### config.mk
export PLATFORM = sky130hd
export DESIGN_NAME = load_store_unit
export DESIGN_NICKNAME = d
export VERILOG_FILES = /design/src/rtl/load_store_unit.sv
export SDC_FILE = /design/constraint.sdc
export NUM_CORES = 1
export LEC_CHECK = 0
export ABC_AREA = 1
export CORE_UTILIZATION = 41
export DETAILED_ROUTE_END_ITERATION = 10
export PLACE_DENSITY = 0.86
export SLEW_MARGIN = 20
export SYNTH_ARGS = -nofsm -noshare
export SYNTH_HDL_FRONTEND = slang
export SYNTH_SLANG_ARGS = --single-unit
### constraint.sdc
create_clock -name Clock -period 2 [get_ports Clock]
set_input_delay 0.4 -clock Clock [delete_from_list [all_inputs] [get_ports Clock]]
set_output_delay 0.4 -clock Clock [all_outputs]
set_load 0.005 [all_outputs]
### src/rtl/load_store_unit.sv
// Load/store controller in front of a 64x32 data memory with a one-cycle registered read.
// Define LSU_SUBWORD_EN to enable byte/half loads and read-modify-write sub-word stores.
module load_store_unit #(
    parameter int MEM_WORDS  = 64,
    parameter int MEM_ADDR_W = 6,
    parameter int TAG_W      = 5
) (
    input  logic                  Clock,
    input  logic                  ResetN,
    input  logic                  ReqValid,
    output logic                  ReqReady,
    input  logic                  ReqWrite,
    input  logic [31:0]           ReqAddr,
    input  logic [31:0]           ReqWData,
    input  logic [1:0]            ReqSize,
    input  logic                  ReqUnsigned,
    input  logic [TAG_W-1:0]      ReqTag,
    output logic                  RespValid,
    input  logic                  RespReady,
    output logic [31:0]           RespData,
    output logic [TAG_W-1:0]      RespTag,
    output logic                  RespIsLoad,
    output logic                  RespErr,
    output logic [MEM_ADDR_W-1:0] MemAddress,
    output logic [31:0]           MemWriteData,
    output logic                  MemRead,
    output logic                  MemWrite,
    input  logic [31:0]           MemReadData
);

    typedef enum logic [2:0] {
        S_IDLE,
        S_RD,
        S_RD_DATA,
        S_WR,
        S_RESP
    } state_t;

    localparam logic [31:0] BYTE_LIMIT = 32'(4 * MEM_WORDS);
    localparam int          AW         = MEM_ADDR_W + 2;

    state_t                  state_q, state_d;
    logic [MEM_ADDR_W-1:0]   word_q, word_d;
    logic [31:0]             mem_wdata_q, mem_wdata_d;
    logic [TAG_W-1:0]        tag_q, tag_d;
    logic                    is_load_q, is_load_d;
    logic [31:0]             resp_data_q, resp_data_d;
    logic                    resp_err_q, resp_err_d;

    logic                    req_err;
    logic [31:0]             load_data;

`ifdef LSU_SUBWORD_EN
    logic [1:0]              lane_q, lane_d;
    logic [1:0]              size_q, size_d;
    logic                    unsigned_q, unsigned_d;
    logic [7:0]              rd_byte;
    logic [15:0]             rd_half;
    logic [31:0]             merged_data;

    always_comb begin
        rd_byte = MemReadData[{lane_q, 3'b000} +: 8];
        rd_half = MemReadData[{lane_q[1], 4'b0000} +: 16];
        unique case (size_q)
            2'd0:    load_data = unsigned_q ? {24'd0, rd_byte} : {{24{rd_byte[7]}}, rd_byte};
            2'd1:    load_data = unsigned_q ? {16'd0, rd_half} : {{16{rd_half[15]}}, rd_half};
            default: load_data = MemReadData;
        endcase
        // The store data sits in mem_wdata_q until the merged word replaces it.
        merged_data = MemReadData;
        if (size_q == 2'd0) merged_data[{lane_q, 3'b000} +: 8] = mem_wdata_q[7:0];
        else                merged_data[{lane_q[1], 4'b0000} +: 16] = mem_wdata_q[15:0];
    end
`else
    logic unused_unsigned;
    assign unused_unsigned = ReqUnsigned;
    assign load_data       = MemReadData;
`endif

    always_comb begin
        req_err = (ReqAddr >= BYTE_LIMIT);
        case (ReqSize)
`ifdef LSU_SUBWORD_EN
            2'd0:    ;
            2'd1:    if (ReqAddr[0]) req_err = 1'b1;
`else
            2'd0,
            2'd1:    req_err = 1'b1;
`endif
            2'd2:    if (ReqAddr[1:0] != 2'b00) req_err = 1'b1;
            default: req_err = 1'b1;
        endcase
    end

    // NOTE: every variable gets its hold value before the case so no path can infer a latch.
    always_comb begin
        state_d     = state_q;
        word_d      = word_q;
        mem_wdata_d = mem_wdata_q;
        tag_d       = tag_q;
        is_load_d   = is_load_q;
        resp_data_d = resp_data_q;
        resp_err_d  = resp_err_q;
`ifdef LSU_SUBWORD_EN
        lane_d      = lane_q;
        size_d      = size_q;
        unsigned_d  = unsigned_q;
`endif
        unique case (state_q)
            S_IDLE: begin
                if (ReqValid) begin
                    word_d      = ReqAddr[AW-1:2];
                    mem_wdata_d = ReqWData;
                    tag_d       = ReqTag;
                    is_load_d   = ~ReqWrite;
                    resp_data_d = '0;
                    resp_err_d  = req_err;
`ifdef LSU_SUBWORD_EN
                    lane_d      = ReqAddr[1:0];
                    size_d      = ReqSize;
                    unsigned_d  = ReqUnsigned;
`endif
                    if (req_err)                          state_d = S_RESP;
                    else if (ReqWrite && ReqSize == 2'd2) state_d = S_WR;
                    else                                  state_d = S_RD;
                end
            end
            S_RD:      state_d = S_RD_DATA;
            S_RD_DATA: begin
                state_d     = S_RESP;
                resp_data_d = load_data;
`ifdef LSU_SUBWORD_EN
                if (!is_load_q) begin
                    resp_data_d = '0;
                    mem_wdata_d = merged_data;
                    state_d     = S_WR;
                end
`endif
            end
            S_WR:      state_d = S_RESP;
            S_RESP:    if (RespReady) state_d = S_IDLE;
            default:   state_d = S_IDLE;
        endcase
    end

    // NOTE: state registers use non-blocking assignments so all flops update from pre-edge values.
    always_ff @(posedge Clock) begin
        if (!ResetN) begin
            state_q     <= S_IDLE;
            word_q      <= '0;
            mem_wdata_q <= '0;
            tag_q       <= '0;
            is_load_q   <= 1'b0;
            resp_data_q <= '0;
            resp_err_q  <= 1'b0;
`ifdef LSU_SUBWORD_EN
            lane_q      <= '0;
            size_q      <= '0;
            unsigned_q  <= 1'b0;
`endif
        end else begin
            state_q     <= state_d;
            word_q      <= word_d;
            mem_wdata_q <= mem_wdata_d;
            tag_q       <= tag_d;
            is_load_q   <= is_load_d;
            resp_data_q <= resp_data_d;
            resp_err_q  <= resp_err_d;
`ifdef LSU_SUBWORD_EN
            lane_q      <= lane_d;
            size_q      <= size_d;
            unsigned_q  <= unsigned_d;
`endif
        end
    end

    assign ReqReady     = (state_q == S_IDLE);
    assign RespValid    = (state_q == S_RESP);
    assign RespData     = resp_data_q;
    assign RespTag      = tag_q;
    assign RespIsLoad   = is_load_q;
    assign RespErr      = resp_err_q;
    assign MemAddress   = word_q;
    assign MemWriteData = mem_wdata_q;
    assign MemRead      = (state_q == S_RD);
    // Gating with ResetN drops a store whose write cycle coincides with reset.
    assign MemWrite     = (state_q == S_WR) & ResetN;

endmodule

# Yosys cells after proc, flatten, opt, wreduce, memory -nomap -nowiden
# Index checks and enable logic that the tools add are counted.
op_classes:
  n_bitwise: 2
  reduce_logical: 8
  addsub: 0
  magnitude_cmp: 1
  div_mod_pow: 0
  n_eq_ne: 7
  shift: 0
  multipliers: 0
  n_mux: 9
op_table:
  columns: ["operator", "n"]
  rows:
  - ["32-bit one-hot mux with 2 select lines", 1]
  - ["32-bit by 9-bit >= comparator with 1-bit output (second input constant)", 1]
  - ["32-bit 2-to-1 mux", 1]
  - ["3-bit one-hot mux with 4 select lines", 1]
  - ["3-bit 2-to-1 mux", 3]
  - ["3-bit by 2-bit == test with 1-bit output (second input constant)", 2]
  - ["2-bit AND reduction", 3]
  - ["2-bit nonzero test", 2]
  - ["3-bit by 1-bit == test with 1-bit output (second input constant)", 1]
  - ["3-bit == test (second input constant)", 1]
  - ["3-bit logical NOT", 1]
  - ["2-bit == test (second input constant)", 1]
  - ["1-bit 2-to-1 mux", 2]
  - ["2-bit 2-to-1 mux", 1]
  - ["2-bit by 1-bit inequality test with 1-bit output (second input constant)", 1]
  - ["2-bit inequality test (second input constant)", 1]
  - ["2-bit OR reduction", 1]
  - ["1-bit bitwise AND", 1]
  - ["1-bit logical AND", 1]
  - ["1-bit inverter", 1]
totals:
  ramBits: 0
  ff_bits: 80
  latch_bits: 0
  romBits: 0
  word_cells: 34
  mem_count: 0
  input_bits: 109

# Depth between registers and ports, before layout
# Gate-level depths: netlist (run 1).
logic_depth:
  word_depth: 6
  ltp_mapped: 10
  depth_no_buf: 10

# Worst setup path before layout (run 1)
# No wires, ideal clock.
synth_timing:
  path_kind: "register to output"
  from: "register state_q[0]"
  to: "output MemWrite"
  slack_ns: 0.516
  t_arrival_ns: 1.084
  path_buffers: 1
  required_ns: 1.600
  path_stages_with_launch: 4
  path_cell_list: "dfxtp_1 > clkinv_1 > clkbuf_1 > nor4_1"
synth_via:
  elab_chain_cells: 2
synth_lines:
  columns: ["element", "line", "rtl"]
  rows:
  - ["start, declared", "42", "state_t state_q, state_d;"]
  - ["start signal, assigned", "162", "state_q <= state_d;"]
  - ["3-bit by 2-bit == test with 1-bit output", "187", "assign MemWrite = (state_q == S_WR) & ResetN;"]
  - ["1-bit bitwise AND", "187", null]
  - ["end, declared", "27", "output logic MemWrite,"]
# Every way passes these cells.

# Final worst setup path (run 1)
layout_timing:
  from: "register state_q[0]"
  to: "output ReqReady"
layout_via:
  elab_chain_cells: 1
layout_lines:
  columns: ["element", "line", "rtl"]
  rows:
  - ["3-bit logical NOT", "177", "assign ReqReady = (state_q == S_IDLE);"]
  - ["end, declared", "11", "output logic ReqReady,"]
# Every way passes these cells.

==> metrics.md, run 1 <==
| Metric | Value |
|---|---|
| Yosys warnings | `0` |
| Count of cell types in the netlist | `19` |
| Final hold slack | `467 ps` |
| Data arrival, critical path | `1530 ps` |
| Synth Flop Type | `dfxtp_1` |
| Initial DRT Pass Iterations | `4` |
| Layout cells sized above 1 | `9.80%` |
| FILL cells | `621` |
| CP max FO | `4` |
| Post-synth ARST share | `0%` |
| Part of the cycle the worst path needs | `96.4%` |
| Placed Area | `5220 um^2` |
| Final #Nets | `716` |
| IO Port Bufs | `188` |
| Row count | `32` |
| Worst skew pair latency | `330 ps` |
| Die area | `8340 um^2` |
| Power Density | `640 nW/um^2` |
| Status | `finished, final reports clean` |
| Max frequency | `0.519 GHz` |
| Area Growth Syn to Fin | `66.6%` |
| Leakage | `2.02 nW` |
| Max-slew headroom at the worst pin | `44.5%` |
| Post-synth top cells | `101 x nand2_1, 80 x dfxtp_1, 68 x a21oi_1` |
| Worst Path Required | `1600 ps` |
| Syn avg cell area | `7.64 um^2` |
| Switch share | `26.2%` |
| FF+latch area | `1610 um^2` |
| CTS tree | `done` |
| Fin crit period | `1930 ps` |
| Sw power | `914 uW` |
| Vias | `3,582` |
| Endpoints failing hold | `0` |
| Slew Limit Fails | `0` |
| TritonCTS buffer count | `9` |
| Core area | `7730 um^2` |
| Fin Clk Skew | `8.71 ps` |
| Critical path class | `flop to primary output` |
| EDFF count, synth | `0` |
| Count leader, synth | `nand2_1` |
| Drc violations | `0` |
| Congestion Overflow GR | `0` |
| Initial core utilization | `42.3%` |
| Number of routed nets with antenna violations | `0` |
| Internal power | `2.58 mW` |
| First-pass GRT wire length | `16,100 um` |
| Vias per cell | `5.02` |
| Seq/Total Area, Yosys | `48.9%` |
| Seq cells post-synth | `80` |
| Clk buf depth | `2` |
| Top post-synthesis cells by area | `dfxtp_1 49%, nand2_1 12%, a21oi_1 10%` |
| Clock power share | `32.2%` |
| Crit path launch type | `flop` |
| Final RePlAce weighted congestion | `0.819` |
| Worst VDD drop | `465 uV` |
| Multi-input gate area | `1400 um^2` |
| Unrepaired setup endpoints after global routing | `no` |
| Area share of the largest cell type after synthesis | `48.9%` |
| Vias in the first global route | `3,408` |
| GRT Util Overall | `23.8%` |
| Final WL | `9880 um` |
| Mapped Cells | `428` |
| Post-Layout Inst Area | `5450 um^2` |
| Top cell type by total area after synthesis | `dfxtp_1` |
| Seq pwr share | `48.5%` |
| Placed wire-length estimate | `6870 um` |
| Iteration-0 DRC Markers | `141` |
| H-Tree Depth | `3` |
| Top Ports | `190` |
| Part of the power in combinational logic | `19.3%` |
| Clock transition at path regs | `80 ps` |
| Largest net degree at the start of global routing | `76` |
| Worst-Margin Slew | `833 ps` |
| Die H | `91.3 um` |
| Initial antenna violation count | `0` |
| Die width | `91.3 um` |
| Final setup fails | `0` |
| Number of diodes | `0` |
| Clock sink total | `80` |
| WL per Instance | `13.8 um` |
| CP Capture Type | `primary output` |
| CTS Root Cell | `clkbuf_8` |
| Syn Nets | `537` |
| Max_cap viols | `0` |
| Hold Path Class | `flop to flop` |
| Cell Area, Synth | `3270 um^2` |
==> critical path, cell delays in order (launching register included) <==
cell and delay, ps:
dfxtp_4 380, nor3_4 260, clkdlybuf4s50_1 560
==> per-stage QoR <==
stage / setup TNS [ps] / cells / setup WS, ps / total power [mW] / util, %
floorplan: 0 / 428 / 516 / 1.98 / -
global placement: -58.1 / 696 / -58.1 / 2.38 / 67.5
detailed placement: -66.5 / 696 / -66.5 / 2.39 / 67.5
CTS: 0 / 712 / 6.85 / 3.51 / 70.3
global route: 0 / 714 / 5.68 / 3.66 / 70.5
finish: 0 / 714 / 72.8 / 3.49 / 70.5
==> flip-flops by register name, summed over array words and instances, names as in the netlist <==
register	count
MemAddress	6
RespErr	1
RespTag	5
RespIsLoad	1
state_q	3
MemWriteData	32
RespData	32
==> final timing paths <==
kind | slack [ps] | cells after the start | end | start
worst max-delay path | 70 | 2 | ReqReady | state_q[0]
worst max register to register | 430 | 6 | RespData[30] | state_q[2]
worst min-delay path | 470 | 2 | RespTag[3] | RespTag[3]
worst min register to register | 470 | 2 | RespTag[3] | RespTag[3]
==> area by class of cell <==
class / instances / area share (%)
Clock inverter: 5 / 0.734
Clock buffer: 11 / 2.78
Tap cell: 102 / 2.34
Inverter: 28 / 1.95
Timing Repair Buffer: 202 / 36.9
Sequential cell: 80 / 29.6
Multi-Input combinational cell: 286 / 25.7
==> cells by family after synthesis <==
family                 after synthesis  share of synthesized area [%]
DFF                                 80                           48.9
buffers and inverters               62                           8.76
and+or+nand+nor                    206                           28.9
AOI/OAI and AO/OA                   80                           13.4
==> per-layer routing <==
metal / vias to the layer above / track usage, % / wire [um]
met2: 143 / 41.9 / 5000
met5: - / 0 / 0
met3: 20 / 4.44 / 546
met1: 1639 / 27.7 / 4040
met4: 0 / 11.4 / 297
li1: 1780 / - / -
==> layout by cell type, fill, tap and decap left out <==
cell,netlist,layout
nand2_1,101,101
o21ai_0,2,2
clkinv_4,0,1
nor2_1,21,21
nor4_1,1,1
clkinv_1,2,1
clkinv_2,0,1
clkdlybuf4s50_1,0,186
dfxtp_1,80,77
inv_1,25,24
buf_4,0,12
nand4_1,33,33
clkinvlp_4,0,3
nor3_2,0,1
nand3_1,36,36
a21oi_1,68,68
dfxtp_4,0,3
a21oi_2,10,10
nor3_4,1,2
clkbuf_8,0,11
dlygate4sd2_1,0,1
dlymetal6s2s_1,0,1
nand2_2,11,11
buf_12,0,2
inv_6,0,1
inv_2,1,2
==> power by group through the flow <==
stage          Clock, mW  Sequential [mW]  Combinational, mW
2_1_floorplan          0             1.74              0.249
3_3_place_gp           0             1.73              0.647
3_5_place_dp           0             1.73              0.661
4_1_cts             1.14             1.69              0.668
5_1_grt             1.23             1.70              0.728
6_report            1.12             1.69              0.672
==> timing repair <==
item / in CTS / in global routing
hold endpoints to repair: 0 / 0
pin swaps: 0 / 2
endpoints found under the setup margin: 4 / 3
resized for setup: 9 / 3
hold buffers: 0 / 0
setup buffers: 0 / 2
No activity file was read; power rests on OpenSTA's default activity.
==> inputs of run 2 (changes only) <==
- SETUP_SLACK_MARGIN: default -> 0.3
==> run 2 against run 1 <==
  * Largest cell class unchanged
  * Core utilization down 0.065 points
  * Largest power group unchanged
  * Fmax up 16%
  * Critical path type unchanged
  * Highest routed layer unchanged
  * Clock skew about the same
  * Final area about the same
==> metrics.md, run 2 (synthesis gave the netlist of run 1 again) <==
| Metric | Value |
|---|---|
| Vias per cell | `5.05 (+0.64%)` |
| Clk buf depth | `2 (unchanged)` |
| GRT Util Overall | `23.9% (+0.11 points)` |
| Clock transition at path regs | `80 ps (about the same)` |
| Slack of the critical path | `335 ps (+262 ps)` |
| Die area | `8340 um^2 (unchanged)` |
| Kind of cell adding the most delay to the critical path | `flip-flops` |
| Endpoints failing hold | `0 (unchanged)` |
| Row count | `32 (unchanged)` |
| Number of routed nets with antenna violations | `0 (unchanged)` |
| Worst-Margin Slew | `860 ps (+27.5 ps)` |
| Hold buffers post-CTS | `0 (unchanged)` |
| Core area | `7730 um^2 (unchanged)` |
| Part of the cycle the worst path needs | `83.2% (-13 points)` |
| Final setup fails | `0 (unchanged)` |
| Hold Path Class | `flop to flop` |
| CP max FO | `4 (unchanged)` |
| Final WL | `9980 um (+1.1%)` |
| Data arrival, critical path | `1260 ps (-270 ps)` |
| Drc violations | `0 (unchanged)` |
| CP Capture Type | `primary output` |
| Placed wire-length estimate | `6870 um (unchanged)` |
| Area Growth Syn to Fin | `66.5% (about the same)` |
| Initial antenna violation count | `0 (unchanged)` |
| Commonest non-fill, non-tap cell in the layout | `clkdlybuf4s50_1` |
| Placed Area | `5220 um^2 (unchanged)` |
| Final hold slack | `467 ps (-0.0220 ps)` |
| Worst skew pair latency | `330 ps (about the same)` |
| Vias in the first global route | `3,414 (+0.18%)` |
| Number of diodes | `0 (unchanged)` |
| Layout cells sized above 1 | `10.3% (+0.49 points)` |
| Largest stage delay, worst path | `410 ps (-150 ps)` |
| Post-Layout Inst Area | `5450 um^2 (about the same)` |
| Unrepaired setup endpoints after global routing | `yes` |
| Final #Nets | `716 (unchanged)` |
| Top Ports | `190 (unchanged)` |
| Leakage | `2.01 nW (-0.53%)` |
| Worst VDD drop | `466 uV (+0.12%)` |
| TritonCTS buffer count | `9 (unchanged)` |
| CTS Root Cell | `clkbuf_8` |
| Critical path class | `flop to primary output` |
| Most frequent cells in the layout | `184 x clkdlybuf4s50_1, 101 x nand2_1, 77 x dfxtp_1, 68 x a21oi_1, 36 x nand3_1` |
| Max frequency | `0.601 GHz (+16%)` |
| Vias | `3,605 (+0.64%)` |
| Crit-path slowest cell | `dfxtp_2` |
| Initial DRT Pass Iterations | `4 (unchanged)` |
| Fin crit period | `1660 ps (-262 ps)` |
| IO Port Bufs | `188 (unchanged)` |
| Worst Path Required | `1600 ps (about the same)` |
| Fin Clk Skew | `8.55 ps (-0.158 ps)` |
| First-pass GRT wire length | `16,200 um (+0.38%)` |
| Post-placement setup slack | `-66.5 ps (unchanged)` |
| Crit-path cells | `inv_2 -> nor3_4 -> dlygate4sd2_1` |
| CTS tree | `done` |
| Slew Limit Fails | `0 (unchanged)` |
| FILL cells | `627 (+0.97%)` |
| Buf/Inv on CP | `2 (+1)` |
| Congestion Overflow GR | `0 (unchanged)` |
| WL per Instance | `14.0 um (+1.1%)` |
| Max_cap viols | `0 (unchanged)` |
| Crit path launch type | `flop` |
| Power Density | `641 nW/um^2 (+0.13%)` |
| Status | `finished, final reports clean` |
| H-Tree Depth | `3 (unchanged)` |
| Final RePlAce weighted congestion | `0.819 (unchanged)` |
| Largest net degree at the start of global routing | `76 (unchanged)` |
| Die H | `91.3 um (unchanged)` |
| Max-slew headroom at the worst pin | `42.7% (-1.8 points)` |
| Initial core utilization | `42.3% (unchanged)` |
| Iteration-0 DRC Markers | `175 (+24%)` |
| Clock sink total | `80 (unchanged)` |
| Die width | `91.3 um (unchanged)` |
## run 2: cell type report
cell class | instances | area [um^2] | area share [%]
Sequential cell | 80 | 1610 | 29.6
Clock buffer | 11 | 151 | 2.78
Tap cell | 102 | 128 | 2.34
Timing Repair Buffer | 202 | 2000 | 36.8
Multi-Input combinational cell | 286 | 1410 | 25.8
Clock inverter | 5 | 40.0 | 0.735
Inverter | 28 | 106 | 1.95
## run 2: path summary, 6_finish.rpt
kind | from | end | slack [ps] | cells after the start
worst max register to register | state_q[0] | RespData[30] | 470 | 6
worst min-delay path | RespTag[3] | RespTag[3] | 470 | 2
worst max-delay path | state_q[2] | RespValid | 340 | 3
worst min register to register | RespTag[3] | RespTag[3] | 470 | 2
## run 2: power by group
group | internal, mW | switching (mW)
sequential | 1.66 | 0.0380
combinational | 0.390 | 0.282
clock | 0.526 | 0.599
## run 2: worst min-delay path: stages (launching register included)
cell and delay (ps):
dfxtp_1 310, nand2_1 60, a21oi_1 50
## run 2: stage by stage
stage / setup TNS, ps / power, mW / cells / util (%)
global route: 0 / 3.66 / 714 / 70.5
finish: 0 / 3.49 / 714 / 70.5
detailed placement: -66.5 / 2.39 / 696 / 67.5
global placement: -58.1 / 2.38 / 696 / 67.5
CTS: 0 / 3.50 / 713 / 70.3
floorplan: 0 / 1.98 / 428 / -
## run 2: per-layer routing
metal | vias up | track usage (%) | part of all wire (%)
met5 | - | 0 | 0
met4 | 0 | 11.4 | 3.5
met3 | 28 | 4.36 | 5.2
met2 | 128 | 42.1 | 50
met1 | 1671 | 27.8 | 41
li1 | 1778 | - | -
## run 2: what timing repair did
item / in CTS / in global routing
resized for setup: 16 / 3
setup endpoints to repair: 4 / 17
pin swaps: 1 / 1
buffers inserted: 1 / 1
hold endpoints to repair: 0 / 0
cloned: 0 / 0
==> inputs of run 3 (changes only) <==
- CORE_UTILIZATION: 41 -> 38
- PLACE_DENSITY: 0.86 -> 0.8
- clock period: 2 -> 1.6 ns (I/O delays scaled with it)
==> run 3 against run 2 <==
  * Count of clock-buffer cells in the layout is 2 lower
  * Cell count is 5.9% higher
  * Critical endpoint is now RespIsLoad
  * Wire length is 31% higher
  * Largest power group unchanged
  * Clock skew up 7.1 ps
  * Non-clock buffer count grew 39
==> metrics.md, run 3 (synthesis gave the netlist of run 1 again) <==
| Metric | Value |
|---|---|
| Layout Utilization | `76.1% (+5.6 points)` |
| Iteration-0 DRC Markers | `198 (+13%)` |
| DR WL met2 | `6740 um (+35%)` |
| Largest net degree at the start of global routing | `76 (unchanged)` |
| Final RePlAce weighted congestion | `0.803 (-2.0%)` |
| Vias in the first global route | `3,712 (+8.7%)` |
| Fin Clk Skew | `15.6 ps (+7.08 ps)` |
| First-pass GRT wire length | `18,100 um (+12%)` |
| Die width | `94.8 um (+3.8%)` |
| Slew Limit Fails | `0 (unchanged)` |
| Number of diodes | `0 (unchanged)` |
| Max-slew headroom at the worst pin | `38.1% (-4.5 points)` |
| Layout cells sized above 1 | `27.8% (+18 points)` |
| Clock transition at path regs | `90 ps (about the same)` |
| Final WL | `13,000 um (+31%)` |
| Most frequent cells in the layout | `106 x clkdlybuf4s50_1, 91 x nand2_1, 76 x dlygate4sd2_1, 58 x a21oi_1, 41 x dfxtp_2` |
| Data arrival, critical path | `1820 ps (+560 ps)` |
| GRT Util Overall | `26.2% (+2.3 points)` |
| Status | `finished, final reports clean` |
| TritonCTS buffer count | `9 (unchanged)` |
| Placed wire-length estimate | `7250 um (+5.6%)` |
| Hold Path Class | `flop to flop` |
| Endpoints failing hold | `0 (unchanged)` |
| Initial DRT Pass Iterations | `4 (unchanged)` |
| Top Ports | `190 (unchanged)` |
| Die H | `94.8 um (+3.8%)` |
| Congestion Overflow GR | `0 (unchanged)` |
| Area Growth Syn to Fin | `92.0%` |
| Leakage | `2.73 nW (+36%)` |
| WL per Instance | `17.3 um (+23%)` |
| Drc violations | `0 (unchanged)` |
| Final setup fails | `0 (unchanged)` |
| Crit path launch type | `flop` |
| Worst VDD drop | `510 uV (+9.5%)` |
| Slack of the critical path | `49.5 ps (-286 ps)` |
| Max frequency | `0.645 GHz` |
| Met1 Wirelength | `5070 um (+23%)` |
| Post-placement setup slack | `-271 ps (-204 ps)` |
| Setup TNS | `0 ps (unchanged)` |
| CP max FO | `11 (+7)` |
| CTS tree | `done` |
| Part of the cycle the worst path needs | `96.9%` |
| Clk buf depth | `2 (unchanged)` |
| Vias | `3,882 (+7.7%)` |
| Row count | `33 (+3.1%)` |
| Core area | `8260 um^2 (+6.9%)` |
| Worst Path Required | `1870 ps (+270 ps)` |
| Dpl cells | `705 (+1.3%)` |
| CP Capture Type | `flop` |
| Final Non-Filler Cells | `756 (+5.9%)` |
| Initial antenna violation count | `0 (unchanged)` |
| Clock sink total | `80 (unchanged)` |
| Initial core utilization | `39.6% (-2.7 points)` |
| Number of routed nets with antenna violations | `0 (unchanged)` |
| Final #Nets | `755 (+5.4%)` |
| Max Used Layer | `met4` |
| Die area | `8990 um^2 (+7.7%)` |
| IO Port Bufs | `188 (unchanged)` |
| Max_cap viols | `0 (unchanged)` |
| Power Density | `794 nW/um^2 (+24%)` |
| Unrepaired setup endpoints after global routing | `yes` |
| Hold buffers post-CTS | `0 (unchanged)` |
| CTS Root Cell | `clkbuf_8` |
| Vias per cell | `5.13 (+1.7%)` |
| H-Tree Depth | `3 (unchanged)` |
| Fin crit period | `1550 ps` |
| Commonest non-fill, non-tap cell in the layout | `clkdlybuf4s50_1` |
| Met3 routed WL | `965 um (+85%)` |
| Critical path class | `flop to flop` |
| Worst skew pair latency | `340 ps (about the same)` |
| Worst-Margin Slew | `928 ps (+67.9 ps)` |
| Total power | `4.99 mW (+43%)` |
[run 3: report_power, final]
part,switching (mW),internal [mW]
Sequential,0.0494,2.08
Clock,0.763,0.883
Combinational,0.509,0.701
[run 3: metal layers]
metal / vias to the layer above / global-route usage (%)
li1: 1870 / -
met1: 1818 / 29.8
met2: 169 / 47.6
met3: 25 / 6.12
met4: 0 / 9.09
met5: - / 0
[run 3: final cells by class]
type,count,area (um^2)
timing repair buffer,241,2550
fill,590,1980
sequential,80,1660
multi-input combinational,286,1600
tap,105,131
clock buffer,9,124
inverter,28,119
clock inverter,7,96.3
[run 3: per-stage QoR]
| stage | instance area, um^2 | hold WS, ps |
|---|---|---|
| after floorplan | 3280 | 409 |
| after global placement | 5270 | 452 |
| after detailed placement | 5270 | 458 |
| after CTS | 6010 | 460 |
| after global routing | 6280 | 473 |
| final | 6280 | 462 |
[run 3: timing repair]
item	4_1_cts	5_1_grt
gates cloned	9	4
setup endpoints to repair	160	88
buffers inserted	14	8
pin swaps	5	7
resized for setup	196	31
[run 3: path summary, 6_finish.rpt]
path | cells past startpoint | to | slack, ps | startpoint
worst min register to register | 2 | MemWriteData[6] | 460 | MemWriteData[6]
worst max-delay path | 9 | RespIsLoad | 50 | state_q[0]
worst min-delay path | 2 | MemWriteData[6] | 460 | MemWriteData[6]
worst max register to register | 9 | RespIsLoad | 50 | state_q[0]
[run 3: critical path, cell delays in order (launching register included)]
cell and delay (ps):
dfxtp_4 350, buf_6 120, nor3_4 200, buf_6 150, nand2_8 90, inv_8 90, buf_4 130, buf_8 130
o21ai_0 100, a21oi_1 130
